[config.mk]
export PLATFORM = sky130hd
export DESIGN_NAME = fsmc_reg_slave
export DESIGN_NICKNAME = d
export VERILOG_FILES = /design/src/rtl/fsmc_reg_slave.sv
export SDC_FILE = /design/constraint.sdc
export NUM_CORES = 1
export LEC_CHECK = 0
export CORE_ASPECT_RATIO = 1.75
export CORE_MARGIN = 10
export CORE_UTILIZATION = 51
export CTS_CLUSTER_SIZE = 40
export DETAILED_ROUTE_END_ITERATION = 8
export PLACE_DENSITY_LB_ADDON = 0.3
export REMOVE_ABC_BUFFERS = 1
export SYNTH_ARGS = -nofsm -noshare
export SYNTH_HDL_FRONTEND = slang
export SYNTH_SLANG_ARGS = --single-unit
[constraint.sdc]
create_clock -name clk -period 4.21 [get_ports clk]
set_input_delay 1.0525 -clock clk [delete_from_list [all_inputs] [get_ports clk]]
set_output_delay 1.0525 -clock clk [all_outputs]
set_load 0.02 [all_outputs]
[src/rtl/fsmc_reg_slave.sv]
// FSMC asynchronous-bus register slave: synchronises the bus strobes, decodes
// one read or write per transaction and drives a small register file.
// Optional macro FSMC_RD_INC_EN: a read increments the addressed register.
module fsmc_reg_slave #(
    parameter int unsigned ADRW = 2,
    parameter int unsigned DATW = 8,
    parameter int unsigned NREG = 3
) (
    input  logic                 clk,
    input  logic                 rst,
    input  logic                 aNE,
    input  logic                 aNOE,
    input  logic                 aNWE,
    input  logic [ADRW-1:0]      aAn,
    input  logic [DATW-1:0]      aDn_in,
    output logic                 io_output,
    output logic [DATW-1:0]      io_data,
    output logic                 wr_strobe,
    output logic                 rd_strobe,
    output logic [ADRW-1:0]      w_adr,
    output logic [ADRW-1:0]      r_adr,
    output logic [DATW-1:0]      w_data,
    output logic [NREG*DATW-1:0] regs_flat
);

    typedef enum logic [3:0] {
        IDLE  = 4'b0001,
        WRITE = 4'b0010,
        READ1 = 4'b0100,
        READ2 = 4'b1000
    } state_t;

    state_t          state_q;
    state_t          state_d;
    logic [1:0]      ne_sync;
    logic [1:0]      noe_sync;
    logic [1:0]      nwe_sync;
    logic [1:0]      settle;
    logic            sne;
    logic            snoe;
    logic            snwe;
    logic            armed;
    logic            go_wr;
    logic            go_rd;
    logic            arm_set;
    logic [DATW-1:0] rd_mux;
    logic [DATW-1:0] rd_buf;
    logic [DATW-1:0] regs [NREG];

    // Two-flop synchronisers; settle marks when the flops hold real pad samples
    // again after reset, so their reset value cannot arm the controller.
    always_ff @(posedge clk) begin
        if (rst) begin
            ne_sync  <= 2'b11;
            noe_sync <= 2'b11;
            nwe_sync <= 2'b11;
            settle   <= 2'b00;
        end else begin
            ne_sync  <= {ne_sync[0], aNE};
            noe_sync <= {noe_sync[0], aNOE};
            nwe_sync <= {nwe_sync[0], aNWE};
            settle   <= {settle[0], 1'b1};
        end
    end

    assign sne  = ne_sync[1];
    assign snoe = noe_sync[1];
    assign snwe = nwe_sync[1];

    always_ff @(posedge clk) begin
        if (rst) begin
            state_q <= IDLE;
        end else begin
            state_q <= state_d;
        end
    end

    // Next state; armed is consumed by each accepted transaction.
    always_comb begin
        state_d = state_q;
        go_wr   = 1'b0;
        go_rd   = 1'b0;
        arm_set = 1'b0;
        unique case (state_q)
            IDLE: begin
                if (settle[1] && (sne || (snoe && snwe))) begin
                    arm_set = 1'b1;
                end
                if (armed && !sne && !snwe) begin
                    go_wr   = 1'b1;
                    state_d = WRITE;
                end else if (armed && !sne && !snoe && snwe) begin
                    go_rd   = 1'b1;
                    state_d = READ1;
                end
            end
            WRITE: begin
                if (sne || snwe) begin
                    state_d = IDLE;
                end
            end
            READ1: begin
                state_d = (!sne && !snoe) ? READ2 : IDLE;
            end
            READ2: begin
                if (sne || snoe) begin
                    state_d = IDLE;
                end
            end
            default: state_d = IDLE;
        endcase
    end

    always_ff @(posedge clk) begin
        if (rst) begin
            armed     <= 1'b0;
            wr_strobe <= 1'b0;
            rd_strobe <= 1'b0;
            w_adr     <= '0;
            r_adr     <= '0;
            w_data    <= '0;
            rd_buf    <= '0;
        end else begin
            wr_strobe <= go_wr;
            rd_strobe <= go_rd;
            if (go_wr || go_rd) begin
                armed <= 1'b0;
            end else if (arm_set) begin
                armed <= 1'b1;
            end
            if (go_wr) begin
                w_adr  <= aAn;
                w_data <= aDn_in;
            end
            if (go_rd) begin
                r_adr <= aAn;
            end
            if (state_q == READ1) begin
                rd_buf <= rd_mux;
            end
        end
    end

    // Unimplemented addresses read as zero.
    always_comb begin
        rd_mux = '0;
        for (int unsigned i = 0; i < NREG; i++) begin
            if (r_adr == ADRW'(i)) begin
                rd_mux = regs[i];
            end
        end
    end

    always_ff @(posedge clk) begin
        if (rst) begin
            for (int unsigned i = 0; i < NREG; i++) begin
                regs[i] <= '0;
            end
        end else begin
            for (int unsigned i = 0; i < NREG; i++) begin
                if (wr_strobe && (w_adr == ADRW'(i))) begin
                    regs[i] <= w_data;
                end
`ifdef FSMC_RD_INC_EN
                else if (rd_strobe && (r_adr == ADRW'(i))) begin
                    regs[i] <= regs[i] + DATW'(1);
                end
`endif
            end
        end
    end

    for (genvar g = 0; g < int'(NREG); g++) begin : g_flat
        assign regs_flat[g*DATW +: DATW] = regs[g];
    end

    assign io_output = (state_q == READ2) && !sne && !snoe;
    assign io_data   = rd_buf;

endmodule

**Yosys cells after proc, flatten, opt, wreduce, memory -nomap -nowiden**

Memories as Yosys holds them, arrays and structs flattened.
Index checks and enable logic that the tools add are counted.

- Bits in registers: 35
- Memory bits (writable): 24
- Bits of input ports: 15
- Output and inout bits: 47
- Word-level logic and storage cells: 82
- Memories: 1

Memories:

| memory | depth | bits a word | rd ports | clocked after memory_dff | write ports | line | text |
|---|---|---|---|---|---|---|---|
| regs | 3 | 8 | 3 | 0 | 3 | 48 | `logic [DATW-1:0] regs [NREG];` |

- Equality and inequality tests: 11
- Muxes and demuxes: 31
- Bitwise logic cells: 3
- Reductions and logical operators: 23

Operator list:

| cell | number |
|---|---|
| two-way mux 8 bit | 6 |
| two-way mux 4 bit | 5 |
| two-way mux 1 bit | 19 |
| case mux 4 bit (4 select lines) | 1 |
| logical AND 1 bit | 12 |
| equality test 2 x 1 -> 1 bit, second input constant | 2 |
| equality test 2 bit, second input constant | 2 |
| equality test 4 x 1 -> 1 bit, second input constant | 1 |
| equality test 4 x 2 -> 1 bit, second input constant | 1 |
| equality test 4 x 3 -> 1 bit, second input constant | 1 |
| equality test 4 bit, second input constant | 1 |
| zero test 2 bit | 2 |
| logical OR 1 bit | 4 |
| inequality test 2 bit, second input constant | 2 |
| zero test 1 bit | 3 |
| inequality test 3 bit, second input constant | 1 |
| bitwise OR 1 bit | 3 |
| AND reduction 3 bit | 1 |
| OR reduction 2 bit | 1 |

**Logic depth before layout (Yosys ltp)**

Gate-level depths: netlist of run 1.

- Word-level depth: 9
- Mapped depth: 6
- Mapped depth without buffers: 3

**Least setup slack after synthesis of run 1**

OpenSTA, ideal clock, no wires.

- Path kind: input to register
- Start point: input port rst
- End point: memory regs[0][0] (enable)
- Library setup time: 0.357 ns
- Data arrival time: 1.691 ns
- Data required time: 3.853 ns
- Slack: 2.162 ns
- Stages on the path: 3
- Buffers on the path: 1
- Path through: inv_2 -> clkbuf_1 -> o21ai_0

RTL lines:

| what | line | text |
|---|---|---|
| start: declaration | 10 | `input logic rst,` |
| end: declaration | 48 |  |

**Worst setup path in the final report of run 1**

- Start point: register state_q[3]
- End point: output port io_output

- Word-level cells in the longest chain between the ends: 3

RTL lines:

| what | line | text |
|---|---|---|
| start: declaration | 33 | `state_t state_q;` |
| start signal: assignment | 74 | `state_q <= state_d;` |
| equality test 4 bit | 177 | `assign io_output = (state_q == READ2) && !sne && !snoe;` |
| logical AND 1 bit (2 in a row) | 177 |  |
| end: declaration | 16 | `output logic io_output,` |

No other way between the ends.

==> out/summary.txt, run 1 <==
Final setup fails: 0
Worst min path class: reg2reg
Share of layout cells above drive strength 1: 10.5%
Clock sink count: 59
Register share of total power: 50.0%
Synth Register Bits: 59
DR vias: 1714
CTS tree: yes
Fin. max-slew vios: 0
Top FF cell, synth: dfxtp_1
Routability cong.: 0.747
Pint: 981 uW
Pwr Total: 1.23 mW
Critical Path Start Type: register
Synth Area in Adders: 0%
Cts bufs inserted: 9
IO Pins: 62
WHS Path Cells: 1
Mux share of post-synthesis cell area: 5.28%
CP Capture Type: primary output
Port Buf Inserts: 61
Final clock skew: 6.37 ps
ANT cells: 0
RSZ-0062 raised after global routing: false
Rel. slew slack: 14.4%
Switching share of power: 20.2%
Synth cell types: 35
Most frequent cell after synthesis: dfxtp_1
Initial antenna violation count: 0
Die height: 108 um
Max Freq: 0.350 GHz
Final hold viol count: 0
Comb power frac: 5.3%
Clock slew at reported path FFs: 70 ps
Crit-path max FO: 8
Max layer used: met4
Max-cap violations: 0
Vias in the first global route: 1856
# DRC: 0
Status: completed
Area leader, netlist: edfxtp_1
Max rail drop VDD: 0.295 mV
Crit path kind: reg2out
Die ar.: 7640 um^2
Net Switching: 249 uW
Cells after Synth: 198
Reg2reg path depth: 3
Post_cts resized: 0
Hold Buf Count CTS: 0
First-pass GRT wire length: 9030 um
Synth Area in Compound Gates: 13.1%
WP data required: 3160 ps
Xor/xnor share of the synthesized area: 0.385%
Routed len/inst: 17.2 um
Total length of routed met3 wires: 424 um
Dominant cells by area after synthesis: edfxtp_1 (32%), dfxtp_1 (31%), mux2i_1 (5.3%), a21oi_1 (4.2%), a2bb2oi_1 (3.1%)
Htree depth: 3
Synth Warn #: 0
Vias per Instance: 5.41
Avg Cell Area, Syn: 11.5 um^2
Register area share after synthesis: 62.5%
Site Rows: 32
Crit path time final: 2860 ps
GRT Overall Usage: 14.5%
Main combinational cell family by area after synthesis: simple AND/OR/NAND/NOR gates
Largest net degree at the start of global routing: 24
Detailed placer's ending HPWL: 4010 um
Metal-1 WL: 2120 um
1st-pass router iterations: 4
Worst Max-Slew Pin Slew: 1280 ps
Worst-case clock buffer depth: 2
Nets: 276
Post-synth top area share: 31.7%
Pwr dens: 392 nW/um^2
Area delta synth->final: 37.8%
Post-CTS setup buffer count: 0
CORE AREA: 4360 um^2
CTS root buf: clkbuf_8
Skew-Pair Late Insertion Delay: 330 ps
Synthesized area: 2270 um^2
Overflow after GRT: 0
Post-synth top cells: dfxtp_1 (35), edfxtp_1 (24), a21oi_1 (19), mux2i_1 (12)
Arr. time, crit path: 1800 ps
Die W: 70.5 um
P_leak: 1.15 nW
Setup TNS: 0 ps
Post-route ant nets: 0
Tcrit/Tclk final: 67.8%
Clock share of power: 44.7%
Post-synthesis simple-gate area fraction: 14.8%
Initial Util: 52.1%
Fraction of registers with async set/reset: 0%
Final Routed Wirelength: 5470 um
Initial DRC count: 98
Met2 routed WL: 2840 um
Post-synth EDFFs: 24
[layer usage]
layer,track usage (%),vias up
met1,14.3,808
li1,-,840
met4,6.94,0
met5,0,-
met2,25.6,57
met3,6.06,9
[critical path, stage by stage (launching register included)]
cell,delay (ps)
dfxtp_1,470
nor3b_1,260
and2_1,150
clkdlybuf4s50_1,590
[cell families (layout without fill, tap and decap cells)]
logic type             after synthesis  in the layout
multiplexers                        12             12
XOR/XNOR                             1              1
buffers and inverters               21             89
AND/OR/NAND/NOR                     54             54
flip-flops                          59             59
AO/OA/AOI/OAI                       51             51
[sequential cells by signal, summed over array words and instances, names as in the netlist, 2 cells and up]
register	cells
noe_sync	2
io_data	8
ne_sync	2
w_data	8
r_adr	2
state_q	4
nwe_sync	2
settle	2
w_adr	2
regs	24
[final cells by class]
type                            instances  area [um^2]
Inverter                               10         37.5
Clock inverter                          3         42.5
Clock buffer                           13          180
Sequential cell                        59         1420
Tap cell                               51         63.8
Multi-Input combinational cell        118          763
Fill cell                             298         1230
Timing Repair Buffer                   63          626
[placed cells by master (no fill, tap or decap), types with 3 or more instances in the layout]
master and n:
nand2_1 8, dfxtp_1 35, edfxtp_1 24, nor2_1 3, nor2b_1 3, or2_2 6
inv_1 9, clkbuf_8 11, and2_1 9, a2bb2oi_1 8, a21oi_1 19, or3_1 8
o21ai_0 10, o21ai_1 10, clkdlybuf4s50_1 61, mux2i_1 12
[power groups by stage]
stage / Clock (mW) / Combinational [mW] / Sequential, mW
2_1_floorplan: 0 / 0.0167 / 0.636
3_3_place_gp: 0 / 0.0648 / 0.627
3_5_place_dp: 0 / 0.0660 / 0.627
4_1_cts: 0.558 / 0.0666 / 0.615
5_1_grt: 0.584 / 0.0706 / 0.616
6_report: 0.549 / 0.0656 / 0.615
[final timing paths]
check / endpoint / slack (ps) / start
max reg2reg: io_data[1]$_SDFFE_PP0P_ / 2200 / state_q[2]$_SDFFE_PP0P_
min reg2reg: noe_sync[1]$_SDFF_PP1_ / 410 / noe_sync[0]$_SDFF_PP1_
min: noe_sync[1]$_SDFF_PP1_ / 410 / noe_sync[0]$_SDFF_PP1_
max: io_output / 1350 / state_q[3]$_SDFFE_PP0P_
[stage by stage]
| step | cell area, um^2 | std cells | hold slack [ps] | util [%] | setup WS, ps |
|---|---|---|---|---|---|
| floorplan | 2220 | 187 | 389 | - | 2270 |
| global placement | 2910 | 301 | 394 | 66.7 | 1430 |
| detailed placement | 2910 | 301 | 402 | 66.7 | 1370 |
| CTS | 3130 | 317 | 419 | 71.8 | 1330 |
| global route | 3130 | 317 | 428 | 71.8 | 1240 |
| finish | 3130 | 317 | 414 | 71.8 | 1350 |
No activity file was read; power rests on OpenSTA's default activity.
==> run 2, diff against run 1 <==
--- a/config.mk
+++ b/config.mk
@@ -7,7 +7,7 @@
 export LEC_CHECK = 0
 export CORE_ASPECT_RATIO = 1.75
 export CORE_MARGIN = 10
-export CORE_UTILIZATION = 51
+export CORE_UTILIZATION = 47
 export CTS_CLUSTER_SIZE = 40
 export DETAILED_ROUTE_END_ITERATION = 8
 export PLACE_DENSITY_LB_ADDON = 0.3
==> constraint.sdc (replaced) <==
create_clock -name clk -period 2.9 [get_ports clk]
set_input_delay 0.725 -clock clk [delete_from_list [all_inputs] [get_ports clk]]
set_output_delay 0.725 -clock clk [all_outputs]
set_load 0.02 [all_outputs]
==> run 2 against run 1 <==
  * First-iteration DRC count is 36% lower
  * Combinational power increased by 45%
  * Sequential power rose by 45%
  * Cell count rose by 0.95%
  * Global-route usage is 1.2 points lower
  * Non-clock buffer count increased by 2
  * Utilization is 4.7 points lower
  * Clock-buffer cell count down 4
  * Setup slack worse by 970 ps
  * Final area rose by 0.76%
  * Sequential share of layout area fell by 0.34 points
  * Hold slack lost 5.2 ps
  * Critical path type unchanged
==> out/summary.txt, run 2 (synthesis results as in run 1) <==
Status: completed
# DRC: 0 (unchanged)
Net Switching: 361 uW (+45%)
Post-route insts no fill: 320 (+0.95%)
Detailed placer's ending HPWL: 3960 um (-1.2%)
Die W: 72.6 um (+3.0%)
Max rail drop VDD: 0.433 mV (+47%)
First-pass GRT wire length: 8650 um (-4.2%)
Most common cell after layout, fill and taps aside: clkdlybuf4s50_1
Initial DRC count: 63 (-36%)
Worst r2r dst: w_data[5]$_SDFFE_PP0P_
WHS Path Cells: 1 (unchanged)
Final Cell Area: 3160 um^2 (+0.76%)
GRT Overall Usage: 13.3% (-1.2 points)
Cts bufs inserted: 9 (unchanged)
Post-route ant nets: 0 (unchanged)
Worst Max-Slew Pin Slew: 1150 ps (-134 ps)
CORE AREA: 4710 um^2 (+7.9%)
Die ar.: 8130 um^2 (+6.5%)
Crit path kind: reg2out
Most frequent cells in the layout: clkdlybuf4s50_1 (61), dfxtp_1 (35), edfxtp_1 (24), a21oi_1 (19), mux2i_1 (12)
CP Capture Type: primary output
Clock sink count: 59 (unchanged)
ANT cells: 0 (unchanged)
Final clock skew: 7.17 ps (+0.801 ps)
Htree depth: 3 (unchanged)
Hold Path Sink: ne_sync[1]$_SDFF_PP1_
Placed Instances: 304 (+1.0%)
RSZ-0062 raised after global routing: false
P_leak: 1.17 nW (+1.4%)
Setup TNS: 0 ps (unchanged)
Critical Path Start Type: register
Clock slew at reported path FFs: 60 ps (about the same)
Die height: 112 um (+3.4%)
Hold wc startpoint: ne_sync[0]$_SDFF_PP1_
Post-CTS setup buffer count: 0 (unchanged)
Area delta synth->final: 38.8%
Crit path time final: 2510 ps
Vias in the first global route: 1820 (-1.9%)
Pwr dens: 586 nW/um^2 (+49%)
DR vias: 1703 (-0.64%)
Hold Buf Count CTS: 0 (unchanged)
1st-pass router iterations: 4 (unchanged)
Pwr Total: 1.85 mW (+50%)
Crit-path max FO: 8 (unchanged)
Fin. max-slew vios: 0 (unchanged)
Site Rows: 33 (+3.1%)
Nets: 278 (+0.72%)
Routability cong.: 0.779 (+4.3%)
Reg2reg path depth: 3 (unchanged)
Max Freq: 0.398 GHz
Switching share of power: 19.5% (-0.72 points)
CTS root buf: clkbuf_8
Clock share of power: 46.7% (+2.0 points)
Register share of total power: 48.2% (-1.8 points)
Comb power frac: 5.1% (-0.2 points)
Port Buf Inserts: 61 (unchanged)
Final Routed Wirelength: 5310 um (-3.0%)
Worst r2r src: state_q[3]$_SDFFE_PP0P_
Reg2reg setup slack: 1050 ps (-1150 ps)
Initial Util: 48.3% (-3.8 points)
Final setup fails: 0 (unchanged)
Max reg flops: 24 (unchanged)
Tcrit/Tclk final: 86.7%
Worst min path class: reg2reg
Max-cap violations: 0 (unchanged)
DP Area: 2930 um^2 (+0.56%)
IO Pins: 62 (unchanged)
Largest net degree at the start of global routing: 23 (-4.2%)
Skew-Pair Late Insertion Delay: 330 ps (about the same)
CTS tree: yes
Vias per Instance: 5.32 (-1.6%)
Rel. slew slack: 22.8% (+8.4 points)
Final hold viol count: 0 (unchanged)
Pint: 1.49 mW (+52%)
Worst-case clock buffer depth: 2 (unchanged)
WP data required: 2170 ps (-990 ps)
Arr. time, crit path: 1790 ps (about the same)
Post_cts resized: 0 (unchanged)
Initial antenna violation count: 0 (unchanged)
Most flops, register: regs
Overflow after GRT: 0 (unchanged)
WHS: 409 ps (-5.18 ps)
Share of layout cells above drive strength 1: 10.4% (-0.079 points)
Routed len/inst: 16.6 um (-3.9%)
run 2: cell count changes in the layout (fill, tap and decap cells not counted), sizes merged:
cell	change
buf	+2
bufinv	+2
clkbuf	-4
clkinv	+3
clkinvlp	-1
run 2: power groups by stage:
stage | registers (mW) | clock network, mW | logic, mW
global placement | 0.910 | 0 | 0.0941
finish | 0.892 | 0.863 | 0.0950
CTS | 0.892 | 0.873 | 0.0967
global route | 0.894 | 0.915 | 0.102
detailed placement | 0.910 | 0 | 0.0963
floorplan | 0.923 | 0 | 0.0242
run 2: worst max-delay path: stages (launching register included):
cell and delay (ps):
dfxtp_1 460, nor3b_1 250, and2_1 150, clkdlybuf4s50_1 590
run 2: how the worst max path moves through the flow:
| stage | from | endpoint | slack [ps] |
|---|---|---|---|
| 5_1_grt | state_q[3]$_SDFFE_PP0P_ | io_output | 230 |
| 2_1_floorplan | state_q[3]$_SDFFE_PP0P_ | w_data[0]$_SDFFE_PP0P_ | 1240 |
| 6_report | state_q[3]$_SDFFE_PP0P_ | io_output | 390 |
| 4_1_cts | state_q[3]$_SDFFE_PP0P_ | io_output | 360 |
| 3_3_place_gp | rst | regs[0][16]$_DFFE_PP_ | 620 |
| 3_5_place_dp | rst | regs[0][7]$_DFFE_PP_ | 540 |
run 2: area by class of cell:
class	count	area (um^2)
clock buffer	9	124
clock inverter	7	106
fill	379	1550
inverter	10	37.5
multi-input combinational	118	763
sequential	59	1420
tap	52	65.1
timing repair buffer	65	641
run 2: per-stage QoR:
| stage | setup slack, ps | util [%] |
|---|---|---|
| 6_report | 385 | 67.1 |
| 5_1_grt | 235 | 67.1 |
| 4_1_cts | 358 | 67.1 |
| 3_5_place_dp | 540 | 62.2 |
| 3_3_place_gp | 620 | 62.2 |
| 2_1_floorplan | 1240 | - |
run 2: routing by layer:
| metal | track usage, % | routed length, um |
|---|---|---|
| met5 | 0 | 0 |
| met4 | 6.11 | 123 |
| met3 | 5.82 | 390 |
| met2 | 23.2 | 2810 |
| met1 | 12.9 | 1990 |
==> run 3, diff against run 2 <==
--- a/config.mk
+++ b/config.mk
@@ -10,6 +10,7 @@
 export CORE_UTILIZATION = 47
 export CTS_CLUSTER_SIZE = 40
 export DETAILED_ROUTE_END_ITERATION = 8
+export GPL_ROUTABILITY_DRIVEN = 0
 export PLACE_DENSITY_LB_ADDON = 0.3
 export REMOVE_ABC_BUFFERS = 1
 export SYNTH_ARGS = -nofsm -noshare
==> results of run 3 <==
No change in the layout: final DEF, timing and power equal those of run 2.
